==> src/rtl/bsc_mmu_ptw_dmem_req_tracker.sv <==
// bsc_mmu_ptw_dmem_req_tracker
// Single-outstanding request tracker between the PTW dmem port and the HPDC
// adapter. Holds the request (and its address) stable from capture until the
// matching response returns, discards responses belonging to a flushed walk.
// Optional feature macro: MMU_PTW_DMEM_TIMEOUT_EN adds a WAIT-state response
// timeout that returns a nack to the PTW and pulses timeout_o.
//
// Handshake semantics (both sides): a request transfers in a cycle where
// req.valid and dmem_ready are both high; valid, once raised downstream, is held
// with a stable payload until dmem_ready is seen and is only withdrawn by flush.
// resp.valid is a single-cycle qualifier with no backpressure.

package bsc_mmu_ptw_dmem_pkg;

    typedef struct packed {
        logic        valid;
        logic [39:0] addr;
        logic [4:0]  cmd;
        logic [3:0]  typ;
        logic [63:0] data;
    } ptw_dmem_req_t;

    typedef struct packed {
        ptw_dmem_req_t req;
    } ptw_dmem_comm_t;

    typedef struct packed {
        logic        valid;
        logic        nack;
        logic [63:0] data;
    } dmem_ptw_resp_t;

    typedef struct packed {
        logic           dmem_ready;
        dmem_ptw_resp_t resp;
    } dmem_ptw_comm_t;

    typedef enum logic [1:0] {
        ST_IDLE  = 2'd0,
        ST_REQ   = 2'd1,
        ST_WAIT  = 2'd2,
        ST_DRAIN = 2'd3
    } trk_state_e;

endpackage

module bsc_mmu_ptw_dmem_req_tracker
    import bsc_mmu_ptw_dmem_pkg::*;
#(
    parameter int unsigned TIMEOUT_CYCLES = 1024
) (
    input  logic           clk_i,
    input  logic           rstn_i,
    input  ptw_dmem_comm_t ptw_dmem_comm_i,
    output dmem_ptw_comm_t dmem_ptw_comm_o,
    output ptw_dmem_comm_t ptw_dmem_comm_o,
    input  dmem_ptw_comm_t dmem_ptw_comm_i,
    input  logic           flush_i,
    output logic           busy_o,
    output logic           timeout_o,
    output trk_state_e     state_dbg_o
);

    if (TIMEOUT_CYCLES < 2) begin : g_param_check
        $error("TIMEOUT_CYCLES must be at least 2");
    end

    trk_state_e    state_q, state_d;
    ptw_dmem_req_t hreq_q;
    logic          capture;
    logic          down_valid;
    logic          fwd_resp;
    logic          timeout;

`ifdef MMU_PTW_DMEM_TIMEOUT_EN
    localparam int unsigned CNT_W = $clog2(TIMEOUT_CYCLES + 1);

    logic [CNT_W-1:0] cnt_q;

    // WAIT-cycle counter: cleared on the downstream handshake, saturating count while waiting
    always_ff @(posedge clk_i or negedge rstn_i) begin
        if (!rstn_i) begin
            cnt_q <= '0;
        end else if (state_q == ST_REQ && state_d == ST_WAIT) begin
            cnt_q <= '0;
        end else if (state_q == ST_WAIT && state_d == ST_WAIT && cnt_q != '1) begin
            cnt_q <= cnt_q + 1'b1;
        end
    end

    // A response or a flush in the same cycle takes priority over the timeout
    assign timeout = (state_q == ST_WAIT) && !dmem_ptw_comm_i.resp.valid && !flush_i &&
                     (cnt_q == CNT_W'(TIMEOUT_CYCLES - 1));
`else
    assign timeout = 1'b0;
`endif

    // State register
    always_ff @(posedge clk_i or negedge rstn_i) begin
        if (!rstn_i) begin
            state_q <= ST_IDLE;
        end else begin
            state_q <= state_d;
        end
    end

    // Held request: captured on PTW acceptance, stable through REQ, WAIT and DRAIN
    always_ff @(posedge clk_i or negedge rstn_i) begin
        if (!rstn_i) begin
            hreq_q <= '0;
        end else if (capture) begin
            hreq_q <= ptw_dmem_comm_i.req;
        end
    end

    // Next-state logic and per-state control strobes
    always_comb begin
        state_d    = state_q;
        capture    = 1'b0;
        down_valid = 1'b0;
        fwd_resp   = 1'b0;
        case (state_q)
            ST_IDLE: begin
                if (ptw_dmem_comm_i.req.valid && !flush_i) begin
                    capture = 1'b1;
                    state_d = ST_REQ;
                end
            end
            ST_REQ: begin
                if (flush_i) begin
                    state_d = ST_IDLE;
                end else begin
                    down_valid = 1'b1;
                    if (dmem_ptw_comm_i.dmem_ready) begin
                        state_d = ST_WAIT;
                    end
                end
            end
            ST_WAIT: begin
                if (dmem_ptw_comm_i.resp.valid) begin
                    fwd_resp = !flush_i;
                    state_d  = ST_IDLE;
                end else if (flush_i || timeout) begin
                    state_d = ST_DRAIN;
                end
            end
            ST_DRAIN: begin
                if (dmem_ptw_comm_i.resp.valid) begin
                    state_d = ST_IDLE;
                end
            end
            default: begin
                state_d = ST_IDLE;
            end
        endcase
    end

    // Output drive: held request downstream, gated response or timeout nack upstream
    always_comb begin
        ptw_dmem_comm_o           = '0;
        ptw_dmem_comm_o.req       = hreq_q;
        ptw_dmem_comm_o.req.valid = down_valid & hreq_q.valid;

        dmem_ptw_comm_o            = '0;
        dmem_ptw_comm_o.dmem_ready = (state_q == ST_IDLE);
        if (fwd_resp) begin
            dmem_ptw_comm_o.resp = dmem_ptw_comm_i.resp;
        end else if (timeout) begin
            dmem_ptw_comm_o.resp.valid = 1'b1;
            dmem_ptw_comm_o.resp.nack  = 1'b1;
        end
    end

    assign busy_o      = (state_q != ST_IDLE);
    assign timeout_o   = timeout;
    assign state_dbg_o = state_q;

endmodule

==> config.mk <==
export PLATFORM = sky130hd
export DESIGN_NAME = bsc_mmu_ptw_dmem_req_tracker
export DESIGN_NICKNAME = d
export VERILOG_FILES = /design/src/rtl/bsc_mmu_ptw_dmem_req_tracker.sv
export SDC_FILE = /design/constraint.sdc
export NUM_CORES = 1
export LEC_CHECK = 0
export CAP_MARGIN = 10
export CORE_AREA = 2 2 143 145
export CTS_BUF_LIST = sky130_fd_sc_hd__clkbuf_16
export CTS_CLUSTER_DIAMETER = 120
export CTS_CLUSTER_SIZE = 10
export DETAILED_ROUTE_END_ITERATION = 7
export DIE_AREA = 0 0 145 147
export GPL_ROUTABILITY_DRIVEN = 0
export PLACE_DENSITY = 0.75
export SYNTH_ARGS = -nofsm -noshare
export SYNTH_HDL_FRONTEND = slang
export SYNTH_SLANG_ARGS = --single-unit
==> constraint.sdc <==
create_clock -name clk_i -period 2.8 [get_ports clk_i]
set_input_delay 0.56 -clock clk_i [delete_from_list [all_inputs] [get_ports clk_i]]
set_output_delay 0.56 -clock clk_i [all_outputs]
set_load 0.005 [all_outputs]
==> impl_results.md <==
* Clock network power share at 0.369
* Power density cells at 683 nW/um^2
* Post-DRT Antenna Nets at 0
* Placed Area at slightly below 9000 sq um
* Synth Register Bits at 116
* Final-report hold violation count at 0
* Initial antenna violation count at 0
* # diodes at 0
* Area of the die at about 21000 sq um
* Sequential area share after synthesis at 0.514
* Pint at 0.00502 W
* CTS clk-pin slew, worst paths at roughly 0.05 ns
* Num CTS Buffers at 17
* Dpl hpwl at 12.3 mm
* RSZ-0062 raised after global routing: yes
* Achievable Freq at 0.363 GHz
* Peak VDD IR at 0.000277 V
* Crit Path Class: in -> out
* Most common cell after layout, fill and taps aside: clkdlybuf4s50_1
* Drt drc at 0
* Worst setup EP type: output pin
* Core area at 19800 sq um
* Most frequent cells in the layout: clkdlybuf4s50_1, dfrtp_1, and2_1
* Max Transition Viols Final at 0
* Layout cells sized above 1 at 0.132
* Detailed Route Iter0 Violations at 48
* Final setup fails at 0
* CTS H-Tree Depth at 4
* Cells after DPL at ~960
* # rows at 52
* CP required at 2.24 ns
* Ys Warns at 0
* Design Area, Final at 9490 sq um
* Sw power at 0.00146 W
* Final setup skew at between 0.006 and 0.007 ns
* Global-route wire length before repair at 24.3 mm
* Vias post-DR at around 4000
* Post-CTS setup buffers at 0
* Largest net degree at the start of global routing at slightly below 70
* Worst skew pair latency at 0.40 ns
* IO Pins at 369
* Combinational Power Share at 0.274
* Number of global-route vias before repair at about 4500
* TritonRoute pass-1 iters at 4
* Share of power burned in registers at 0.357
* Non-filler cells, final at 990
* Worst hold path class: in -> async
* Post-synthesis cell type count at 20
* Synthesized instance count at 443
* Max clock buf depth at 2
* Starting Density at 0.285
* Syn_nets at about 630
* Die height at 147 um
* Crit-path max FO at 27
* Final net count at 891
* TritonCTS clock tree: yes
* MaxCap Viol Count at 0
* GRT Residual Overflow at 0
* Layout area overhead at 67.8%
* Synthesized cell area at 5650 sq um
* Clock root buffer: clkbuf_16
* DRT Wirelength at 15.6 mm
* Post-layout min period at 2.75 ns
* R2R Setup Slk at 0.99 ns
* Routed len/inst at 15.8 um
* Hold slack at about 0.12 ns
* Fin worst setup slack at 0.0484 ns
* Switching share of power at 0.225
* Sink Count at 116
* PortBufs at 367
* Chip width at 145 um
* All-Layer GR Usage at 0.148
* Post-route clock period utilization at 0.983
* Avg Cell Area, Syn at 12.8 sq um
* Vias/cell at 4.11
* Dpl ws at -0.00338 ns
* Status: finished, final reports clean
* Arrival time at the worst endpoint at 2.19 ns
* CP Launch Type: input port
* Static Leak at 3.83 nW
-- final cells by class --
class | instances | area (sq um)
clock inverter | 15 | 219
clock buffer | 17 | 425
sequential | 116 | 2900
fill | 1828 | 10400
multi-input combinational | 191 | 1780
inverter | 2 | 7.51
timing repair buffer | 379 | 3810
tap | 270 | 338
-- critical path, stage by stage --
cell	delay, ns
clkdlybuf4s50_1	0.42
and4bb_2	0.35
buf_6	0.19
and2_1	0.15
clkdlybuf4s50_1	0.51
-- sequential cells by signal, summed over array words and instances (netlist names) --
name	count
ptw_dmem_comm_o	113
hreq_q	1
state_dbg_o	2
-- cells in the mapped netlist --
| library cell | number | share of area |
|---|---|---|
| and2_1 | 65 | 0.072 |
| and4bb_2 | 1 | 0.0022 |
| buf_1 | 1 | 0.00066 |
| buf_2 | 6 | 0.0053 |
| buf_4 | 121 | 0.16 |
| clkbuf_1 | 6 | 0.0040 |
| conb_1 | 1 | 0.00066 |
| dfrtp_1 | 116 | 0.51 |
| inv_1 | 2 | 0.0013 |
| mux2_1 | 59 | 0.12 |
| mux2_2 | 54 | 0.11 |
| mux2i_1 | 1 | 0.0018 |
| nand2_1 | 2 | 0.0013 |
| nand2b_1 | 1 | 0.0011 |
| nor2_1 | 2 | 0.0013 |
| nor3_1 | 1 | 0.00088 |
| nor4b_4 | 1 | 0.0042 |
| o31ai_1 | 1 | 0.0013 |
| o32ai_1 | 1 | 0.0015 |
| or2_2 | 1 | 0.0011 |
-- power by group through the flow --
stage                     registers [W]  clock network (W)  logic [W]
after floorplan                 0.00228                  0    0.00108
after global placement          0.00232                  0    0.00178
after detailed placement        0.00235                  0    0.00180
after CTS                       0.00232            0.00246    0.00181
after global routing            0.00238            0.00252    0.00189
final                           0.00231            0.00239    0.00177
-- timing repair --
item,in CTS,in global routing
endpoints found under the setup margin,2,2
hold buffers,0,0
resized for setup,1,0
pin swaps,0,0
-- through the flow --
stage                     power [W]  utilization  setup TNS [ns]
after floorplan             0.00336            -               0
after global placement      0.00410        0.445               0
after detailed placement    0.00415        0.445        -0.00338
after CTS                   0.00658        0.478               0
after global routing        0.00679        0.478         -0.0165
final                       0.00648        0.478               0
-- worst paths after layout --
kind                                start                  end  cells past startpoint
max                               flush_i  dmem_ptw_comm_o[52]                      5
min                                rstn_i  ptw_dmem_comm_o[69]                      1
max reg2reg                state_dbg_o[0]  ptw_dmem_comm_o[52]                      5
min reg2reg                   hreq_q[113]          hreq_q[113]                      1
max in group asynchronous          rstn_i  ptw_dmem_comm_o[23]                      2
min in group clk_i            hreq_q[113]          hreq_q[113]                      1
-- cells by family after synthesis --
group	count (synthesis)	synth area share
flip-flops	116	0.514
other	1	0.000663
AO/OA/AOI/OAI	2	0.00288
buffers and inverters	136	0.172
AND/OR/NAND/NOR	74	0.0841
multiplexers	114	0.227
-- per-layer routing --
layer / vias up / GRT usage / share of wire
met2: 224 / 0.275 / 0.55
met3: 17 / 0.0550 / 0.083
met1: 1952 / 0.152 / 0.35
li1: 1874 / - / -
met5: - / 0 / 0
met4: 0 / 0.0530 / 0.018
Power figures use the tool's default switching activity.
